`config.mk`:
```
export PLATFORM = sky130hd
export DESIGN_NAME = multicycle_controller
export DESIGN_NICKNAME = d
export VERILOG_FILES = /design/src/rtl/multicycle_controller.sv
export SDC_FILE = /design/constraint.sdc
export NUM_CORES = 1
export LEC_CHECK = 0
export ABC_AREA = 1
export CAP_MARGIN = 10
export CORE_ASPECT_RATIO = 1.25
export CORE_MARGIN = 2
export CORE_UTILIZATION = 40
export DETAILED_ROUTE_END_ITERATION = 10
export GPL_TIMING_DRIVEN = 0
export PLACE_DENSITY = 0.82
export SYNTH_ARGS = -nofsm -noshare
export SYNTH_HDL_FRONTEND = slang
export SYNTH_SLANG_ARGS = --single-unit
```
`constraint.sdc`:
```
create_clock -name clk_i -period 1.7 [get_ports clk_i]
set_input_delay 0.34 -clock clk_i [delete_from_list [all_inputs] [get_ports clk_i]]
set_output_delay 0.34 -clock clk_i [all_outputs]
set_load 0.01 [all_outputs]
```
`src/rtl/multicycle_controller.sv`:
```
// Multi-cycle RV32I control FSM: sequences fetch/decode/execute/memory/writeback
// and owns the shared memory port handshake for instruction and data accesses.
module multicycle_controller (
    input  logic       clk_i,
    input  logic       rst_i,
    input  logic [6:0] opcode_i,
    input  logic [2:0] funct3_i,
    input  logic [6:0] funct7_i,
    input  logic [4:0] rd_i,
    input  logic       ab_eq_i,
    input  logic       c_sign_i,
    input  logic       mem_ready_i,
    output logic       mem_req_o,
    output logic       mem_we_o,
    output logic [3:0] mem_be_o,
    output logic       addr_src_o,
    output logic       ir_we_o,
    output logic       pc_we_o,
    output logic [1:0] pc_src_o,
    output logic       alu_a_src_o,
    output logic       alu_b_src_o,
    output logic [2:0] alu_cmd_o,
    output logic [1:0] ext_cmd_o,
    output logic [2:0] mask_cmd_o,
    output logic       reg_we_o,
    output logic [1:0] wb_src_o,
    output logic       retire_o,
    output logic       illegal_o
);

    typedef enum logic [2:0] {S_FETCH, S_DECODE, S_EXEC, S_MEM, S_WB, S_TRAP} state_t;
    typedef enum logic [2:0] {K_ALU, K_BRANCH, K_JAL, K_JALR, K_LOAD, K_STORE} kind_t;

    localparam logic [6:0] OP_LUI    = 7'b0110111;
    localparam logic [6:0] OP_AUIPC  = 7'b0010111;
    localparam logic [6:0] OP_JAL    = 7'b1101111;
    localparam logic [6:0] OP_JALR   = 7'b1100111;
    localparam logic [6:0] OP_BRANCH = 7'b1100011;
    localparam logic [6:0] OP_LOAD   = 7'b0000011;
    localparam logic [6:0] OP_STORE  = 7'b0100011;
    localparam logic [6:0] OP_IMM    = 7'b0010011;
    localparam logic [6:0] OP_REG    = 7'b0110011;

    localparam logic [2:0] ALU_ADD = 3'b000;
    localparam logic [2:0] ALU_SUB = 3'b001;
    localparam logic [2:0] ALU_AND = 3'b010;
    localparam logic [2:0] ALU_OR  = 3'b011;
    localparam logic [2:0] ALU_XOR = 3'b100;
    localparam logic [2:0] ALU_SLL = 3'b101;
    localparam logic [2:0] ALU_SR  = 3'b110;

    state_t     state_q, state_d;
    kind_t      kind_q, kind_d;
    logic       legal_d;
    logic [2:0] alu_cmd_q, alu_cmd_d;
    logic [1:0] ext_cmd_q, ext_cmd_d;
    logic [2:0] mask_cmd_q, mask_cmd_d;
    logic [3:0] mem_be_q, mem_be_d;
    logic       alu_a_src_q, alu_a_src_d;
    logic       alu_b_src_q, alu_b_src_d;
    logic [1:0] wb_src_q, wb_src_d;
    logic [1:0] br_sel_q;
    logic       rd_nz_q;
    logic       taken;

    // Only funct7[5] matters (SUB vs ADD); shift-arithmetic is resolved in the ALU.
    logic unused_funct7;
    assign unused_funct7 = ^{funct7_i[6], funct7_i[4:0]};

    always_comb begin
        kind_d      = K_ALU;
        legal_d     = 1'b1;
        alu_cmd_d   = ALU_ADD;
        ext_cmd_d   = 2'b00;
        mask_cmd_d  = 3'b000;
        mem_be_d    = 4'b0000;
        alu_a_src_d = 1'b0;
        alu_b_src_d = 1'b0;
        wb_src_d    = 2'b00;
        case (opcode_i)
            OP_LUI: begin
                ext_cmd_d = 2'b01;
                wb_src_d  = 2'b11;
            end
            OP_AUIPC: begin
                ext_cmd_d   = 2'b01;
                alu_a_src_d = 1'b1;
                alu_b_src_d = 1'b1;
            end
            OP_JAL: begin
                kind_d    = K_JAL;
                ext_cmd_d = 2'b10;
                wb_src_d  = 2'b10;
            end
            OP_JALR: begin
                kind_d      = K_JALR;
                alu_b_src_d = 1'b1;
                wb_src_d    = 2'b10;
            end
            OP_BRANCH: begin
                kind_d    = K_BRANCH;
                alu_cmd_d = ALU_SUB;
                legal_d   = funct3_i inside {3'b000, 3'b001, 3'b110, 3'b111};
            end
            OP_LOAD: begin
                kind_d      = K_LOAD;
                alu_b_src_d = 1'b1;
                wb_src_d    = 2'b01;
                case (funct3_i)
                    3'b000:  mask_cmd_d = 3'b011;
                    3'b001:  mask_cmd_d = 3'b100;
                    3'b010:  mask_cmd_d = 3'b000;
                    3'b100:  mask_cmd_d = 3'b001;
                    3'b101:  mask_cmd_d = 3'b010;
                    default: legal_d    = 1'b0;
                endcase
            end
            OP_STORE: begin
                kind_d      = K_STORE;
                alu_b_src_d = 1'b1;
                case (funct3_i)
                    3'b000:  mem_be_d = 4'b0001;
                    3'b001:  mem_be_d = 4'b0011;
                    3'b010:  mem_be_d = 4'b1111;
                    default: legal_d  = 1'b0;
                endcase
            end
            OP_IMM, OP_REG: begin
                alu_b_src_d = (opcode_i == OP_IMM);
                case (funct3_i)
                    3'b000:  alu_cmd_d = (opcode_i == OP_REG && funct7_i[5]) ? ALU_SUB : ALU_ADD;
                    3'b001:  alu_cmd_d = ALU_SLL;
                    3'b100:  alu_cmd_d = ALU_XOR;
                    3'b101:  alu_cmd_d = ALU_SR;
                    3'b110:  alu_cmd_d = ALU_OR;
                    3'b111:  alu_cmd_d = ALU_AND;
                    default: legal_d   = 1'b0;
                endcase
            end
            default: legal_d = 1'b0;
        endcase
    end

    always_ff @(posedge clk_i) begin
        if (rst_i) begin
            state_q     <= S_FETCH;
            kind_q      <= K_ALU;
            alu_cmd_q   <= 3'b000;
            ext_cmd_q   <= 2'b00;
            mask_cmd_q  <= 3'b000;
            mem_be_q    <= 4'b0000;
            alu_a_src_q <= 1'b0;
            alu_b_src_q <= 1'b0;
            wb_src_q    <= 2'b00;
            br_sel_q    <= 2'b00;
            rd_nz_q     <= 1'b0;
        end else begin
            state_q <= state_d;
            if (state_q == S_DECODE) begin
                kind_q      <= kind_d;
                alu_cmd_q   <= alu_cmd_d;
                ext_cmd_q   <= ext_cmd_d;
                mask_cmd_q  <= mask_cmd_d;
                mem_be_q    <= mem_be_d;
                alu_a_src_q <= alu_a_src_d;
                alu_b_src_q <= alu_b_src_d;
                wb_src_q    <= wb_src_d;
                br_sel_q    <= {funct3_i[2], funct3_i[0]};
                rd_nz_q     <= (rd_i != 5'd0);
            end
        end
    end

    // funct3[2] picks the unsigned-compare pair, funct3[0] inverts the condition.
    assign taken = br_sel_q[1] ? (c_sign_i ^ br_sel_q[0]) : (ab_eq_i ^ br_sel_q[0]);

    always_comb begin
        state_d     = state_q;
        mem_req_o   = 1'b0;
        mem_we_o    = 1'b0;
        mem_be_o    = 4'b0000;
        addr_src_o  = 1'b0;
        ir_we_o     = 1'b0;
        pc_we_o     = 1'b0;
        pc_src_o    = 2'b00;
        alu_a_src_o = 1'b0;
        alu_b_src_o = 1'b0;
        alu_cmd_o   = 3'b000;
        ext_cmd_o   = 2'b00;
        mask_cmd_o  = 3'b000;
        reg_we_o    = 1'b0;
        wb_src_o    = 2'b00;
        retire_o    = 1'b0;
        illegal_o   = 1'b0;
        // Reset forces every output low, including an access in flight.
        if (!rst_i) begin
            if (state_q inside {S_EXEC, S_MEM, S_WB}) begin
                alu_a_src_o = alu_a_src_q;
                alu_b_src_o = alu_b_src_q;
                alu_cmd_o   = alu_cmd_q;
                ext_cmd_o   = ext_cmd_q;
                mask_cmd_o  = mask_cmd_q;
                wb_src_o    = wb_src_q;
            end
            case (state_q)
                S_FETCH: begin
                    mem_req_o = 1'b1;
                    if (mem_ready_i) begin
                        ir_we_o = 1'b1;
                        state_d = S_DECODE;
                    end
                end
                S_DECODE: state_d = legal_d ? S_EXEC : S_TRAP;
                S_EXEC: begin
                    case (kind_q)
                        K_BRANCH: begin
                            pc_we_o  = 1'b1;
                            pc_src_o = taken ? 2'b01 : 2'b00;
                            retire_o = 1'b1;
                            state_d  = S_FETCH;
                        end
                        K_JAL, K_JALR: begin
                            reg_we_o = rd_nz_q;
                            pc_we_o  = 1'b1;
                            pc_src_o = (kind_q == K_JAL) ? 2'b01 : 2'b10;
                            retire_o = 1'b1;
                            state_d  = S_FETCH;
                        end
                        K_LOAD, K_STORE: state_d = S_MEM;
                        default:         state_d = S_WB;
                    endcase
                end
                S_MEM: begin
                    mem_req_o  = 1'b1;
                    addr_src_o = 1'b1;
                    mem_we_o   = (kind_q == K_STORE);
                    mem_be_o   = mem_be_q;
                    if (mem_ready_i) begin
                        if (kind_q == K_STORE) begin
                            pc_we_o  = 1'b1;
                            retire_o = 1'b1;
                            state_d  = S_FETCH;
                        end else begin
                            state_d = S_WB;
                        end
                    end
                end
                S_WB: begin
                    reg_we_o = rd_nz_q;
                    pc_we_o  = 1'b1;
                    retire_o = 1'b1;
                    state_d  = S_FETCH;
                end
                S_TRAP:  illegal_o = 1'b1;
                default: state_d = S_FETCH;
            endcase
        end
    end

endmodule

```
==> results.py <==
metrics = {
    "status": {
        "violations": "setup timing",
        "status": "complete, but fails checks",
    },
    "critical_path": {
        "r2r_start": "state_q[1]",
        "r2r_cells": 7,
        "arrival_ns": 1.52,
        "r2r_end": "alu_cmd_q[1]",
        "path_class": "reg2out",
        "worstSetupEndpointType": "output pin",
        "start_kind": "flip-flop",
        "crit_required_ns": 1.36,
        "rrSetupSlack_ns": 0.19,
        "critPathMaxFanout": 3,
    },
    "floorplanning": {
        "initial_core_util": 0.413,
        "fp.dieH_um": 73.4,
        "num_rows": 25,
        "die_w_um": 59.5,
        "die_area_mm2": 0.00436,
        "ios": 53,
        "core_mm2": 0.00372,
    },
    "power_and_ir_drop": {
        "peakVddDrop_mv": 0.315,
        "fin_total_pwr_uw": 1800,
        "power_leakage_uw": 0.00113,
        "powerDensity_mw_per_mm2": 764,
    },
    "placement": {
        "place_area_mm2": 0.00204,
        "place_congestion": 0.869,
        "pre_cts_slack_ns": -0.522,
        "port_buffers": 45,
        "dp.cells": 344,
        "hpwl_mm": 3.19,
    },
    "clock_tree": {
        "clock_path_buffers": 2,
        "cts_tree": "built",
        "numCtsBuffers": 3,
        "cts.clk_slew.worst_paths_ns": 0.09,
        "clk_latency_ns": 0.28,
        "cts_root_buf": "clkbuf_8",
        "htreeDepth": 1,
        "cts.sinks": 24,
        "ctsHoldBuffers": 0,
    },
    "synth": {
        "ys_ff_latch": 24,
        "synth_area_per_cell_um2": 5.94,
        "syn-num-nets": 286,
        "syn_inst": 259,
        "synth_area_mm2": 0.00154,
        "ys_warn_count": 0,
        "seq_area_frac_synth": 0.312,
        "yosysUniqueCellTypes": 28,
    },
    "routing": {
        "via_per_inst": 5.25,
        "postRouteAntennaNets": 0,
        "first_pass_iters": 4,
        "route.vias.total": 1920,
        "wl_mm": 4.94,
        "first_iter_violations": 95,
        "drc_errors": 0,
        "wire_per_inst_um": 13.5,
    },
    "timing": {
        "rsz0062_at_grt": "yes",
        "hold_viol": 0,
        "fin_crit_sh": 1.09,
        "clock.fmax_mhz": 538,
        "worst_pin_slew_ns": 0.353,
        "whs_ns": 0.410,
        "period_needed_ns": 1.86,
        "worst_clock_skew_ns": 0.00745,
        "finalMaxSlewViolations": 0,
        "relSlewSlack": 0.763,
        "setup_viol": 17,
        "fin_ws_ns": -0.160,
    },
    "layout": {
        "syn_to_final_growth_pct": 52.8,
        "final_area_mm2": 0.00235,
        "drive_gt1_frac": 0.350,
        "layout_common_cells": "nand2_1, inv_1, nor2_1, a21oi_1, dfxtp_1",
        "final_nets": 354,
        "num_antenna_cells": 0,
        "layout_commonest_cell": "nand2_1",
        "fin_cells": 366,
    },
    "min_path": {
        "min_from": "rst_i",
        "hold_class": "in2reg",
        "hold_depth": 2,
        "min_to": "ext_cmd_q[0]",
    },
    "grt": {
        "gr-usage-all-layers": 0.236,
        "grt_pass1_vias": 1781,
        "antenna_found_initial": 0,
        "grt_pass1_wl_mm": 7.89,
        "grt_overflow": 0,
        "grt_max_degree": 14,
    },
    "run": {
        "maxCapViolations": 0,
    },
}
==> final cells by class <==
type,instances,area [µm²]
Sequential cell,24,492
Buffer,9,58.8
Tap cell,40,50.0
Fill cell,344,1370
Multi-Input combinational cell,177,978
Clock buffer,4,55.1
Inverter,49,186
Timing Repair Buffer,63,532
==> synth_stat cells, drive strengths merged <==
master,n,area (µm²)
a211o,1,8.76
a211oi,1,7.51
a21oi,21,105
a31oi,2,12.5
a32oi,1,8.76
and3,1,6.26
buf,8,47.5
clkbuf,1,3.75
dfxtp,24,480
inv,49,184
nand2,59,236
nand3,17,95.1
nand4,2,12.5
nor2,45,176
nor3,8,45.0
o211ai,1,7.51
o21ai,14,70.1
o221ai,1,8.76
o22ai,1,6.26
o31ai,1,7.51
xor2,1,8.76
==> routing by layer <==
layer  vias to the layer above  track usage  part of all wire
met2                        68        0.393              0.50
li1                        945            -                 -
met5                         -            0                 0
met4                         0        0.131             0.039
met3                        18       0.0405             0.047
met1                       889        0.281              0.41
==> where the power goes <==
group / leakage [µW] / internal, µW / total, µW / switching, µW
registers: 0.000198 / 648 / 701 / 53.4
clock network: 0.0000288 / 207 / 399 / 192
logic: 0.000900 / 286 / 695 / 410
==> sequential cells by signal, indices dropped and copies added, names as in the netlist <==
register	count
alu_a_src_q	1
alu_b_src_q	1
alu_cmd_q	3
br_sel_q	2
ext_cmd_q	2
kind_q	3
mask_cmd_q	3
mem_be_q	3
rd_nz_q	1
state_q	3
wb_src_q	2
==> worst max-delay path by stage <==
stage / from / end / slack [ns] / depth (start not counted)
global route: state_q[1] / alu_cmd_o[0] / -0.22 / 8
global placement: mem_ready_i / retire_o / -0.53 / 7
detailed placement: mem_ready_i / retire_o / -0.52 / 7
floorplan: state_q[2] / retire_o / 0.19 / 8
CTS: state_q[2] / retire_o / -0.18 / 8
finish: state_q[1] / mask_cmd_o[0] / -0.16 / 8
==> critical path: stages, from the launching register on <==
cell and delay [ns]:
dfxtp_4 0.37, nor2_4 0.14, inv_2 0.05, o21ai_2 0.13, nand2_2 0.10, buf_6 0.15
buf_12 0.13, nor2_4 0.08, buf_6 0.10
==> through the flow <==
step / utilization / TNS, ns
after CTS: 0.591 / -1.59
after floorplan: - / 0
after global placement: 0.548 / -8.05
after detailed placement: 0.548 / -8.10
final: 0.632 / -1.33
after global routing: 0.632 / -2.91
==> cells by family (layout without fill, tap and decap cells) <==
family	count (synthesis)	after routing	share of synthesized area
xor gates and xnor gates	1	1	0.00569
DFF	24	24	0.312
buffers and inverters	58	125	0.153
and+or+nand+nor	132	132	0.372
AOI/OAI and AO/OA	44	44	0.158
==> repair_timing <==
action,CTS,global route
buffers inserted,11,8
setup endpoints to repair,26,31
pin swaps,11,16
gates cloned,1,0
resized for setup,121,52
Note: power is estimated with default switching activity, not from simulation.
